$ cat src/rtl/dispatch_queue.sv
// dispatch_queue: in-order instruction FIFO between decode and ROB/RS/LSRS.
// Pops the head when ROB, target station and core are all available; outputs are registered.
module dispatch_queue #(
  parameter int              DEPTH   = 4,
  parameter int              NUM_CDB = 2,
  parameter int              ROB_AW  = 4,
  parameter int              OP_W    = 6,
  parameter logic [OP_W-1:0] NOP_OP  = OP_W'(0),
  parameter logic [OP_W-1:0] LS_LO   = OP_W'(11),
  parameter logic [OP_W-1:0] LS_HI   = OP_W'(18),
  parameter logic [OP_W-1:0] BR_LO   = OP_W'(1),
  parameter logic [OP_W-1:0] BR_HI   = OP_W'(10)
) (
  input  logic                    clk,
  input  logic                    rst,
  input  logic                    rdy,
  input  logic                    flush_i,
  input  logic                    in_valid_i,
  output logic                    in_ready_o,
  input  logic [OP_W-1:0]         in_op_i,
  input  logic [31:0]             in_pc_i,
  input  logic [31:0]             in_imm_i,
  input  logic [4:0]              in_rs1_i,
  input  logic [4:0]              in_rs2_i,
  input  logic [4:0]              in_rd_i,
  output logic [4:0]              r1_addr_o,
  output logic [4:0]              r2_addr_o,
  input  logic [ROB_AW-1:0]       r1_id_i,
  input  logic [ROB_AW-1:0]       r2_id_i,
  input  logic [31:0]             r1_data_i,
  input  logic [31:0]             r2_data_i,
  input  logic [ROB_AW-1:0]       rob_free_id_i,
  input  logic [NUM_CDB-1:0]      cdb_en_i,
  input  logic [NUM_CDB*ROB_AW-1:0] cdb_id_i,
  input  logic [NUM_CDB*32-1:0]   cdb_data_i,
  input  logic                    rs_full_i,
  input  logic                    lsrs_full_i,
  output logic                    rs_en_o,
  output logic                    lsrs_en_o,
  output logic [OP_W-1:0]         iss_op_o,
  output logic [31:0]             iss_pc_o,
  output logic [31:0]             iss_imm_o,
  output logic [31:0]             iss_v1_o,
  output logic [31:0]             iss_v2_o,
  output logic [ROB_AW-1:0]       iss_q1_o,
  output logic [ROB_AW-1:0]       iss_q2_o,
  output logic [ROB_AW-1:0]       iss_id_o,
  output logic                    rob_en_o,
  output logic [ROB_AW-1:0]       rob_id_o,
  output logic [4:0]              rob_rd_o,
  output logic [31:0]             rob_pc_o,
  output logic [1:0]              rob_br_o,
  output logic                    lock_en_o,
  output logic [ROB_AW-1:0]       lock_id_o,
  output logic [4:0]              lock_addr_o
);

  localparam int AW = $clog2(DEPTH);
  localparam int CW = AW + 1;

  typedef struct packed {
    logic [OP_W-1:0] op;
    logic [31:0]     pc;
    logic [31:0]     imm;
    logic [4:0]      rs1;
    logic [4:0]      rs2;
    logic [4:0]      rd;
  } entry_t;

  entry_t            mem_q [DEPTH];
  logic [AW-1:0]     rptr_q, rptr_d, wptr_q, wptr_d;
  logic [CW-1:0]     count_q, count_d;
  entry_t            head;
  logic              empty, push, pop, head_ls, head_br, target_full;
  logic [ROB_AW+31:0] opnd1, opnd2;

  assign empty       = (count_q == '0);
  assign head        = mem_q[rptr_q];
  assign head_ls     = (head.op >= LS_LO) && (head.op <= LS_HI);
  assign head_br     = (head.op >= BR_LO) && (head.op <= BR_HI);
  assign target_full = head_ls ? lsrs_full_i : rs_full_i;

  // Full blocks enqueue even when the head pops in the same cycle.
  assign in_ready_o = (count_q < CW'(DEPTH)) && rdy && !flush_i;
  assign push       = in_valid_i && in_ready_o && (in_op_i != NOP_OP);
  assign pop        = !empty && rdy && !flush_i && (rob_free_id_i != '0) && !target_full;

  assign r1_addr_o = empty ? 5'd0 : head.rs1;
  assign r2_addr_o = empty ? 5'd0 : head.rs2;

  // Lowest-numbered matching CDB channel wins, so scan from the top down.
  function automatic logic [ROB_AW+31:0] capture(input logic [ROB_AW-1:0] id,
                                                 input logic [31:0]       data);
    logic [ROB_AW+31:0] r;
    r = {id, data};
    if (id != '0)
      for (int k = NUM_CDB - 1; k >= 0; k--)
        if (cdb_en_i[k] && (cdb_id_i[k*ROB_AW +: ROB_AW] == id))
          r = {{ROB_AW{1'b0}}, cdb_data_i[k*32 +: 32]};
    return r;
  endfunction

  assign opnd1 = capture(r1_id_i, r1_data_i);
  assign opnd2 = capture(r2_id_i, r2_data_i);

  // NOTE: combinational next-state uses blocking assignments with a default
  // first, so every path assigns every signal and no latch is inferred.
  always_comb begin
    rptr_d  = rptr_q + AW'(pop);
    wptr_d  = wptr_q + AW'(push);
    count_d = count_q + CW'(push) - CW'(pop);
    if (flush_i) begin
      rptr_d  = '0;
      wptr_d  = '0;
      count_d = '0;
    end
  end

  // NOTE: the entry storage has no reset; count decides which entries are live.
  always_ff @(posedge clk) begin
    if (push) mem_q[wptr_q] <= '{op: in_op_i, pc: in_pc_i, imm: in_imm_i,
                                 rs1: in_rs1_i, rs2: in_rs2_i, rd: in_rd_i};
  end

  // NOTE: sequential state uses non-blocking assignments only.
  always_ff @(posedge clk or posedge rst) begin
    if (rst) begin
      rptr_q      <= '0;
      wptr_q      <= '0;
      count_q     <= '0;
      rs_en_o     <= 1'b0;
      lsrs_en_o   <= 1'b0;
      rob_en_o    <= 1'b0;
      lock_en_o   <= 1'b0;
      iss_op_o    <= '0;
      iss_pc_o    <= '0;
      iss_imm_o   <= '0;
      iss_v1_o    <= '0;
      iss_v2_o    <= '0;
      iss_q1_o    <= '0;
      iss_q2_o    <= '0;
      iss_id_o    <= '0;
      rob_id_o    <= '0;
      rob_rd_o    <= '0;
      rob_pc_o    <= '0;
      rob_br_o    <= '0;
      lock_id_o   <= '0;
      lock_addr_o <= '0;
    end else begin
      rptr_q    <= rptr_d;
      wptr_q    <= wptr_d;
      count_q   <= count_d;
      rs_en_o   <= pop && !head_ls;
      lsrs_en_o <= pop && head_ls;
      rob_en_o  <= pop;
      lock_en_o <= pop && (head.rd != 5'd0);
      if (pop) begin
        iss_op_o    <= head.op;
        iss_pc_o    <= head.pc;
        iss_imm_o   <= head.imm;
        {iss_q1_o, iss_v1_o} <= opnd1;
        {iss_q2_o, iss_v2_o} <= opnd2;
        iss_id_o    <= rob_free_id_i;
        rob_id_o    <= rob_free_id_i;
        rob_rd_o    <= head.rd;
        rob_pc_o    <= head.pc;
        rob_br_o    <= head_br ? 2'd0 : 2'd2;
        lock_id_o   <= rob_free_id_i;
        lock_addr_o <= head.rd;
      end
    end
  end

endmodule

$ cat config.mk
export PLATFORM = sky130hd
export DESIGN_NAME = dispatch_queue
export DESIGN_NICKNAME = d
export VERILOG_FILES = /design/src/rtl/dispatch_queue.sv
export SDC_FILE = /design/constraint.sdc
export NUM_CORES = 1
export LEC_CHECK = 0
export CORE_ASPECT_RATIO = 1.2
export CORE_UTILIZATION = 40
export DETAILED_ROUTE_END_ITERATION = 6
export PLACE_DENSITY = 0.66
export SLEW_MARGIN = 25
export SYNTH_ARGS = -nofsm -noshare
export SYNTH_HDL_FRONTEND = slang
export SYNTH_SLANG_ARGS = --single-unit
$ cat constraint.sdc
create_clock -name clk -period 9.89 [get_ports clk]
set_clock_uncertainty 0.05 [all_clocks]
set_input_delay 1.4835 -clock clk [delete_from_list [all_inputs] [get_ports clk]]
set_output_delay 1.4835 -clock clk [all_outputs]
set_load 0.005 [all_outputs]
==> After elaboration in Yosys (flattened, before gate mapping) <==
Memories as Yosys holds them, arrays and structs flattened.
Cells that the tools add are included.
{ "word_totals": {"input_bits": 242, "out_inout_bits": 213, "ff_bits": 164, "mem_bits_rw": 340, "wordCells": 73, "memories": 1} }
{ "mem_list": {"columns": ["memory", "words", "word_bits", "rd", "rd_ports_with_merged_regs", "write_ports", "line", "source"], "rows": [
  ["mem_q", 4, 85, 1, 0, 1, "70", "entry_t mem_q [DEPTH];"]
]} }
{ "op_classes": {"reduce_logical": 27, "addsub": 4, "mux": 15, "n_eq_ne": 4, "magnitude_cmp": 5} }
{ "op_table": {"columns": ["op", "n"], "rows": [
  ["$mux W36", 6],
  ["$logic_and A1 B1 Y1", 17],
  ["$eq A4 B4 Y1", 4],
  ["$reduce_bool A4 Y1", 3],
  ["$mux W5", 2],
  ["$ge A6 B1 Y1 const B", 1],
  ["$ge A6 B4 Y1 const B", 1],
  ["$le A6 B4 Y1 const B", 1],
  ["$le A6 B5 Y1 const B", 1],
  ["$mux W2", 3],
  ["$reduce_bool A6 Y1", 1],
  ["$reduce_bool A5 Y1", 1],
  ["$add A2 B1 Y2", 2],
  ["$logic_not A1 Y1", 4],
  ["$add A3 B1 Y3", 1],
  ["$logic_not A3 Y1", 1],
  ["$lt A3 B3 Y1 const B", 1],
  ["$mux W1", 3],
  ["$mux W3", 1],
  ["$sub A3 B1 Y3", 1]
]} }

==> Depth between registers and ports, before layout <==
Gate-level depths: netlist of the first run.
{ "logic_depth": {"ltp_word": 8, "ltp_mapped": 14, "ltp_nobuf": 10} }

==> Worst setup path after synthesis of the first run <==
OpenSTA, ideal clock, no wires.
{ "synth_timing": {"kind": "in2reg", "start": "in flush_i", "end": "mem mem_q[0][0] (netlist name), enable pin", "n_path_buf": 0, "setup_time_ps": 650, "slack_ps": 902, "required_ps": 9190, "arrival_ps": 8288, "stages": 4, "cell_sequence": "nand2b_1 > nor2_1 > o311a_1 > nor3b_1"} }
{ "synth_between": {"elab_chain_len": 6} }
{ "synth_rtl": {"columns": ["element", "line", "source"], "rows": [
  ["from (decl)", "17", "input logic flush_i,"],
  ["$logic_not A1 Y1", "84", "assign in_ready_o = (count_q < CW'(DEPTH)) && rdy && !flush_i;"],
  ["$logic_and A1 B1 Y1", "84", null],
  ["named net in_ready_o", "19", "output logic in_ready_o,"],
  ["$logic_and A1 B1 Y1 (2 in series)", "85", "assign push = in_valid_i && in_ready_o && (in_op_i != NOP_OP);"],
  ["$mux W1", "121", "if (push) mem_q[wptr_q] <= '{op: in_op_i, pc: in_pc_i, imm: in_imm_i,"],
  ["$mux W1 (implied by the code)", "121", null],
  ["to (decl)", "70", null]
]} }
The timed path passes the listed nets, and every way through them passes these cells.

==> Worst setup path after layout of the first run <==
{ "layout_timing": {"start": "reg rptr_q[0]", "end": "out r1_addr_o[3]"} }
{ "layout_between": {"elab_chain_len": 2} }
{ "layout_rtl": {"columns": ["element", "line", "source"], "rows": [
  ["from (decl)", "71", "logic [AW-1:0] rptr_q, rptr_d, wptr_q, wptr_d;"],
  ["from (signal assigned)", "150", "rptr_q <= rptr_d;"],
  ["$mem_v2 Z4 W85", null, null],
  ["$mux W5", "88", "assign r1_addr_o = empty ? 5'd0 : head.rs1;"],
  ["to (decl)", "26", "output logic [4:0] r1_addr_o,"]
]} }
Every way passes these cells.

==> results of run 1 <==
## power breakdown
group | internal (W) | switching (W) | total, W
registers | 0.00256 | 0.000228 | 0.00279
logic | 0.000949 | 0.000500 | 0.00145
clock network | 0.000984 | 0.000821 | 0.00181
total | 0.00450 | 0.00155 | 0.00604
## registers in the layout (all words and copies together), names as in the netlist, 2 cells and up
| signal | flops |
|---|---|
| count_q | 3 |
| iss_imm_o | 32 |
| iss_op_o | 6 |
| iss_q1_o | 4 |
| iss_q2_o | 4 |
| iss_v1_o | 32 |
| iss_v2_o | 32 |
| lock_addr_o | 5 |
| lock_id_o | 4 |
| mem_q | 340 |
| rob_pc_o | 32 |
| rptr_q | 2 |
| wptr_q | 2 |
## kinds of logic after synthesis
kind of cell / synth area share [%]
flops: 69.75
compound gates: 5.912
simple gates: 4.501
mux: 14.22
buf+inv: 4.422
xor+xnor: 0.8978
fa+ha+maj: 0.2810
other cells: 0.01831
## critical path: stages, from the launching register on
cell             delay [ns]
dfrtp_4                0.98
buf_6                  0.63
mux4_2                 0.59
nor2b_1                0.19
clkdlybuf4s50_1        0.46
## placed cells by master, fill, tap and decap left out, types with 18 or more instances in the layout
cell / count
a31oi_1: 64
buf_4: 18
clkbuf_16: 51
clkdlybuf4s50_1: 453
dfrtp_1: 161
edfxtp_1: 340
inv_1: 35
mux2_2: 60
mux2_4: 20
mux4_2: 85
nand2_1: 87
nor3_1: 69
o21ai_0: 73
o22ai_1: 64
## synth_stat cells (16+ instances only)
master / n / area, sq um
edfxtp_1: 340 / 10210
inv_1: 36 / 135.1
nor3_1: 69 / 345.3
o21ai_0: 73 / 365.4
buf_4: 60 / 450.4
mux2_4: 20 / 300.3
nor2_1: 16 / 60.06
mux4_2: 85 / 1914
nand2_1: 87 / 326.6
mux2_2: 60 / 675.7
dfrtp_1: 163 / 4079
clkbuf_1: 61 / 229.0
o22ai_1: 64 / 400.4
a31oi_1: 64 / 400.4
## path summary, 6_finish.rpt
| check | to | cells past startpoint |
|---|---|---|
| worst max-delay path | r1_addr_o[3] | 4 |
| worst min-delay path | iss_v2_o[4] | 2 |
| worst max register to register | rob_pc_o[6] | 7 |
| worst min register to register | iss_v2_o[4] | 2 |
| max in group asynchronous | iss_imm_o[6] | 4 |
| min in group asynchronous | lock_id_o[0] | 2 |
## per-layer routing
layer	up-vias	share of wire, %	GRT usage [%]
met1	6405	38	26.30
li1	5630	-	-
met5	-	0.20	0
met3	116	8.8	7.273
met4	18	4.8	10.19
met2	555	49	36.51
## per-stage QoR
stage | std cells | util, % | setup slack [ns]
3_5_place_dp | 2258 | 50.13 | 4.616
3_3_place_gp | 2258 | 50.13 | 4.709
2_1_floorplan | 1269 | - | 0.9020
5_1_grt | 2351 | 53.26 | 4.589
4_1_cts | 2350 | 53.19 | 4.464
6_report | 2353 | 53.27 | 4.901
## area by class of cell
class | count | area, sq um | share of cell area, %
repair buffers | 475 | 4740 | 17.64
multi-input cells | 601 | 5341 | 19.87
diodes | 2 | 5.005 | 0.01862
well taps | 644 | 805.8 | 2.998
clock buffers | 63 | 1321 | 4.916
flip-flops and latches | 503 | 14300 | 53.19
inverters | 36 | 140.1 | 0.5214
clock inverters | 29 | 226.5 | 0.8426
==> run summary, run 1 <==
The run finished with clean final reports. After routing the design area is 0.02688 sq mm. The total clock buffers created by CTS was 50.

The worst setup path is of the reg2out kind. TritonCTS built the clock tree. In this run the worst setup path begins at rptr_q[0]. The run gives 0.02049 sq mm as the combined area of all synthesized cells. The logs give 11 for the number of antenna violations at the first check in global routing and 0 for the final hold violation count.

The synthesized netlist cell count is 1,269, and the worst slew margin relative to its limit is 37.08%. After the first detailed-routing iteration, the DRC count stood at 990. In this run, synthesis produced a sequential element count of 503. The first detailed-routing pass ran for 7 iterations.

The path type of the worst min-delay path was reg2reg. Global routing used 22.15% of the available tracks. The via count of the first global-routing pass is 12,945, and the detail-routed via count per cell is 5.408. In this run the most critical hold path is launched from iss_v2_o[4]. For this design the static power due to leakage is 9.549 nW.

The tools report the number of H-tree levels as 2. Setup repair after global routing left no endpoint under its margin. The slack of the worst reg-to-reg path was 5.46 ns. The relative area change from synthesis to final layout is 31.19%. Max-cap violations in this run came to 0.

Input and output buffers added on the ports amount to 453. The final critical path takes up 50.45% of the cycle. After clock tree synthesis, the clock-pin slew on the worst setup and hold paths is 0.07 ns. In this run the mean area of a mapped cell was 16.14 sq um.

The endpoint kind of the worst setup timing path was an output pin. The placed wire-length estimate after detailed placement was 38,350 um. For the worst vdd rail ir drop, the log shows 0.1691 mV. The floorplan step set the die width to 208.6 um. For the area enclosed by the die boundary, the log shows 0.05213 sq mm. For this run, the leading register cell type out of synthesis is edfxtp_1. Power density over the cells: 224.9 mW/mm^2. The number of nets in the synthesized netlist is 1,515.

The type of element launching the critical path was a register. For the max-slew violation count, the log shows 0. The layout has 4,127 filler cells. The tools report the overall power as 0.006045 W. The run gives 1,913 as the number of nets in the final layout. The number of vias after detailed routing is 12,724, and the number of remaining DRC errors is 0. The Yosys step of the flow raised 0 warnings. The post-CTS resize count is 0. Entering global routing, the biggest net connects 190 pins. The count of nets left with antenna violations once routing finished came out at 0. The clock period could shrink to 4.989 ns.

For the critical path arrival, the log shows 3.46 ns. The post-synthesis sequential area ratio was 69.75%; the routed length per placed instance was 24.72 um. Of all nets on the critical path, the largest fanout is 47. The first global-routing pass estimated 85,420 um of wire. The count of flip-flops with a built-in enable after synthesis is 340, and the slew at the pin with the worst max-slew slack is 0.9438 ns. Wires add up to 58,160 um. Clock network latency to the later pin of the worst-skew pair: 0.59 ns.

The tools report the clock sink total as 503. Routability congestion estimate from global placement: 0.9032. In this run the critical register-to-register path is launched from rptr_q[0].

The post-route setup TNS came out at 0 ns. The logs give 40.61% for the initial standard-cell utilization of the core and 200.4 MHz for the achievable frequency. The total congestion overflow is 0, and the proportion of register bits with asynchronous set or reset after synthesis is 32.41%. The core region is 0.05045 sq mm. Setup violations remaining at the end of the flow were counted as 0. The placed instances occupy a cell area of 0.02529 sq mm. In this run the deepest clock path goes through 3 buffers. On the final layout, the worst hold slack is 0.4255 ns.

After synthesis, the netlist uses 38 different library cells. Post-CTS timing repair inserted 0 buffers for setup. Cell chosen for the clock root: clkbuf_16. The fraction of final layout cells with drive strength greater than 1 is 16.05%. For the worst setup path, the data required time is 8.36 ns. In this run the core area contains 90 standard-cell rows.

The floorplan step set the die height to 249.9 um. For this design, the CTS-stage hold fixing added 0 buffers. For the number of placed I/O pins, the log shows 455.
Power figures use the tool's default switching activity.
==> inputs of run 2 (changes only) <==
clock period = 5.1 ns   (was 9.89 ns; I/O delays follow)
==> run 2 against run 1 <==
- die area unchanged
- hold slack better by 0.0035 ns
- first-iteration DRC count down 24%
- final cell count up 0.76%
- total power up 97%
- via count about the same
- wire length up 5.8%
- count of clock-buffer cells in the layout up 3
- sequential cell count unchanged
- non-clock buffer count up 14
- critical path type unchanged
- largest power group unchanged
==> run summary, run 2 (same netlist as run 1, synthesis figures left out) <==
The final design utilization is 53.76% (+0.49 points), and the number of placed I/O pins is 455 (unchanged). For the global-route usage over all layers, the log shows 23.53% (+1.4 points). The run gives 503 (unchanged) as the clock sink total. The tools report the worst-case hold slack as 0.4290 ns (+0.003502 ns).

The area enclosed by the die boundary is 0.05213 sq mm (unchanged). The run gives 3 (unchanged) as the maximum buffer depth of the clock tree. The critical path is of the reg2out type.

The run gives 42,160 um (+9.9%) as the placed wire-length estimate after detailed placement. Derived from the worst setup path, the maximum achievable clock frequency is 255.1 MHz. The commonest non-fill, non-tap cell in the layout is clkdlybuf4s50_1. Leaving out fill and tap cells, the most frequent cells in the layout are clkdlybuf4s50_1, edfxtp_1, dfrtp_1, nand2_1, mux4_2. TritonCTS built the clock tree. The logs give 1,928 (+0.78%) for the number of nets in the final layout and 2 (unchanged) for the number of H-tree levels.

The count of input and output buffers was 453 (unchanged). The final non-filler cell area is 0.02712 sq mm (+0.92%), and the post-route antenna net violation count is 0 (unchanged). The cell chosen for the clock root was clkbuf_16.

Endpoint kind of the worst setup timing path: an output pin. Number of rows in the core area: 90 (unchanged). The logs give 89,750 um (+5.1%) for the first-pass GRT wire length and 0.59 ns (about the same) for the clock network latency to the later pin of the worst-skew pair. The run gives 0 (unchanged) as the total congestion overflow.

The post-CTS resize count is 0 (unchanged). The die boundary height is 249.9 um (unchanged), and the via count of the first global-routing pass is 13,394 (+3.5%). The clock transition at the registers of the reported paths is 0.06 ns (about the same), and the final hold violation count is 0 (unchanged). The count of routing violations after the opening detailed-route iteration was 755 (-24%); the slew at the pin with the worst max-slew slack was 0.8910 ns (-0.05280 ns). The logs give 0.05045 sq mm (unchanged) for the area of the core and 12,734 (+0.079%) for the number of vias after detailed routing. The worst path required time is 4.28 ns (-4.08 ns). The most flop-heavy register is mem_q.

For the number of buffers added for setup after CTS, the log shows 0 (unchanged). Setup repair after global routing left no endpoint under its margin. For the total cell area at the placement stage, the log shows 0.02546 sq mm (+0.68%). The total clock buffers created by CTS is 51 (+2.0%), and the relative area change from synthesis to final layout is 32.39%. The total length of routed wires is 61,510 um (+5.8%), and the worst vdd rail ir drop is 0.2531 mV (+50%). The width of the die works out to 208.6 um (unchanged). The number of antenna violations at the first check in global routing is 11 (unchanged). Power density over the cells: 438.9 mW/mm^2 (+95%). The tools report the number of iterations in the first detailed-routing pass as 5 (-2). The max-slew violation count is 0 (unchanged), and the routed length per placed instance is 25.94 um (+5.0%). The tools report the critical path arrival as 3.10 ns (-0.36 ns). Number of remaining DRC errors: 0 (unchanged). The flow ran to the end, and the final reports show no timing, DRC or antenna violations. The path type of the worst min-delay path was reg2reg.

Of the available clock period, the critical path in the final layout requires 76.86%. The detail-routed via count per cell was 5.371 (-0.68%); the count of maximum capacitance violations was 0 (unchanged). The count of hold-fix buffers inserted at cts is 0 (unchanged).

The worst setup path is launched from a register. Fraction of final layout cells with drive strength greater than 1: 17.05% (+1.0 points). The overall power is 0.01190 W (+97%). The worst slew margin relative to its limit was 40.14% (+3.1 points). Filler cell count: 4,204 (+1.9%). The post-route setup TNS was 0 ns (unchanged). The tools report the largest net degree at the start of global routing as 90 (-53%).

Routability congestion estimate from global placement: 0.9670 (+7.1%). The run gives 40.61% (unchanged) as the initial standard-cell utilization of the core. The leakage dissipation is 9.672 nW (+1.3%). The final setup violation count came out at 0 (unchanged). The top fanout value on the critical path was 31 (-34%); the minimum clock period was 3.920 ns.

The flip-flop count of the largest register after layout is 340 (unchanged).
[run 2: final cells by class]
type	instances	area, sq um	area share (%)
Clock inverter	29	262.8	0.9688
Sequential cell	503	14300	52.71
Multi-Input combinational cell	601	5348	19.72
Clock buffer	66	1364	5.028
Tap cell	644	805.8	2.971
Inverter	36	138.9	0.5121
Antenna cell	3	7.507	0.02768
Timing Repair Buffer	489	4900	18.07
[run 2: where the power goes]
group          internal (W)  switching, W
Combinational       0.00185       0.00104
Sequential          0.00497      0.000401
Clock               0.00206       0.00159
[run 2: layer usage]
metal	global-route usage, %	vias to the layer above	wire [um]
li1	-	5679	-
met1	27.20	6421	22770
met2	39.62	502	30480
met3	7.185	118	4993
met4	11.72	14	3186
met5	0	-	86
[run 2: per-stage QoR]
stage               instances  setup WS [ns]
finish                   2371          1.180
global route             2369         0.9263
floorplan                1269        -0.1267
CTS                      2367         0.9493
detailed placement       2272          1.062
global placement         2272          1.134
[run 2: final timing paths]
path | from | end | slack, ns | cells after the start
min in group asynchronous | rst | iss_imm_o[18] | 0.64 | 2
max in group asynchronous | rst | rob_pc_o[3] | 3.34 | 3
min | iss_v1_o[18] | iss_v1_o[18] | 0.43 | 2
min reg2reg | iss_v1_o[18] | iss_v1_o[18] | 0.43 | 2
max | rptr_q[0] | r2_addr_o[2] | 1.18 | 4
max reg2reg | rptr_q[0] | rob_pc_o[8] | 1.47 | 7
[run 2: critical path: stages, from the launching register on]
cell             delay (ns)
dfrtp_4                0.70
buf_4                  0.60
mux4_2                 0.58
nor2b_1                0.16
clkdlybuf4s50_1        0.46
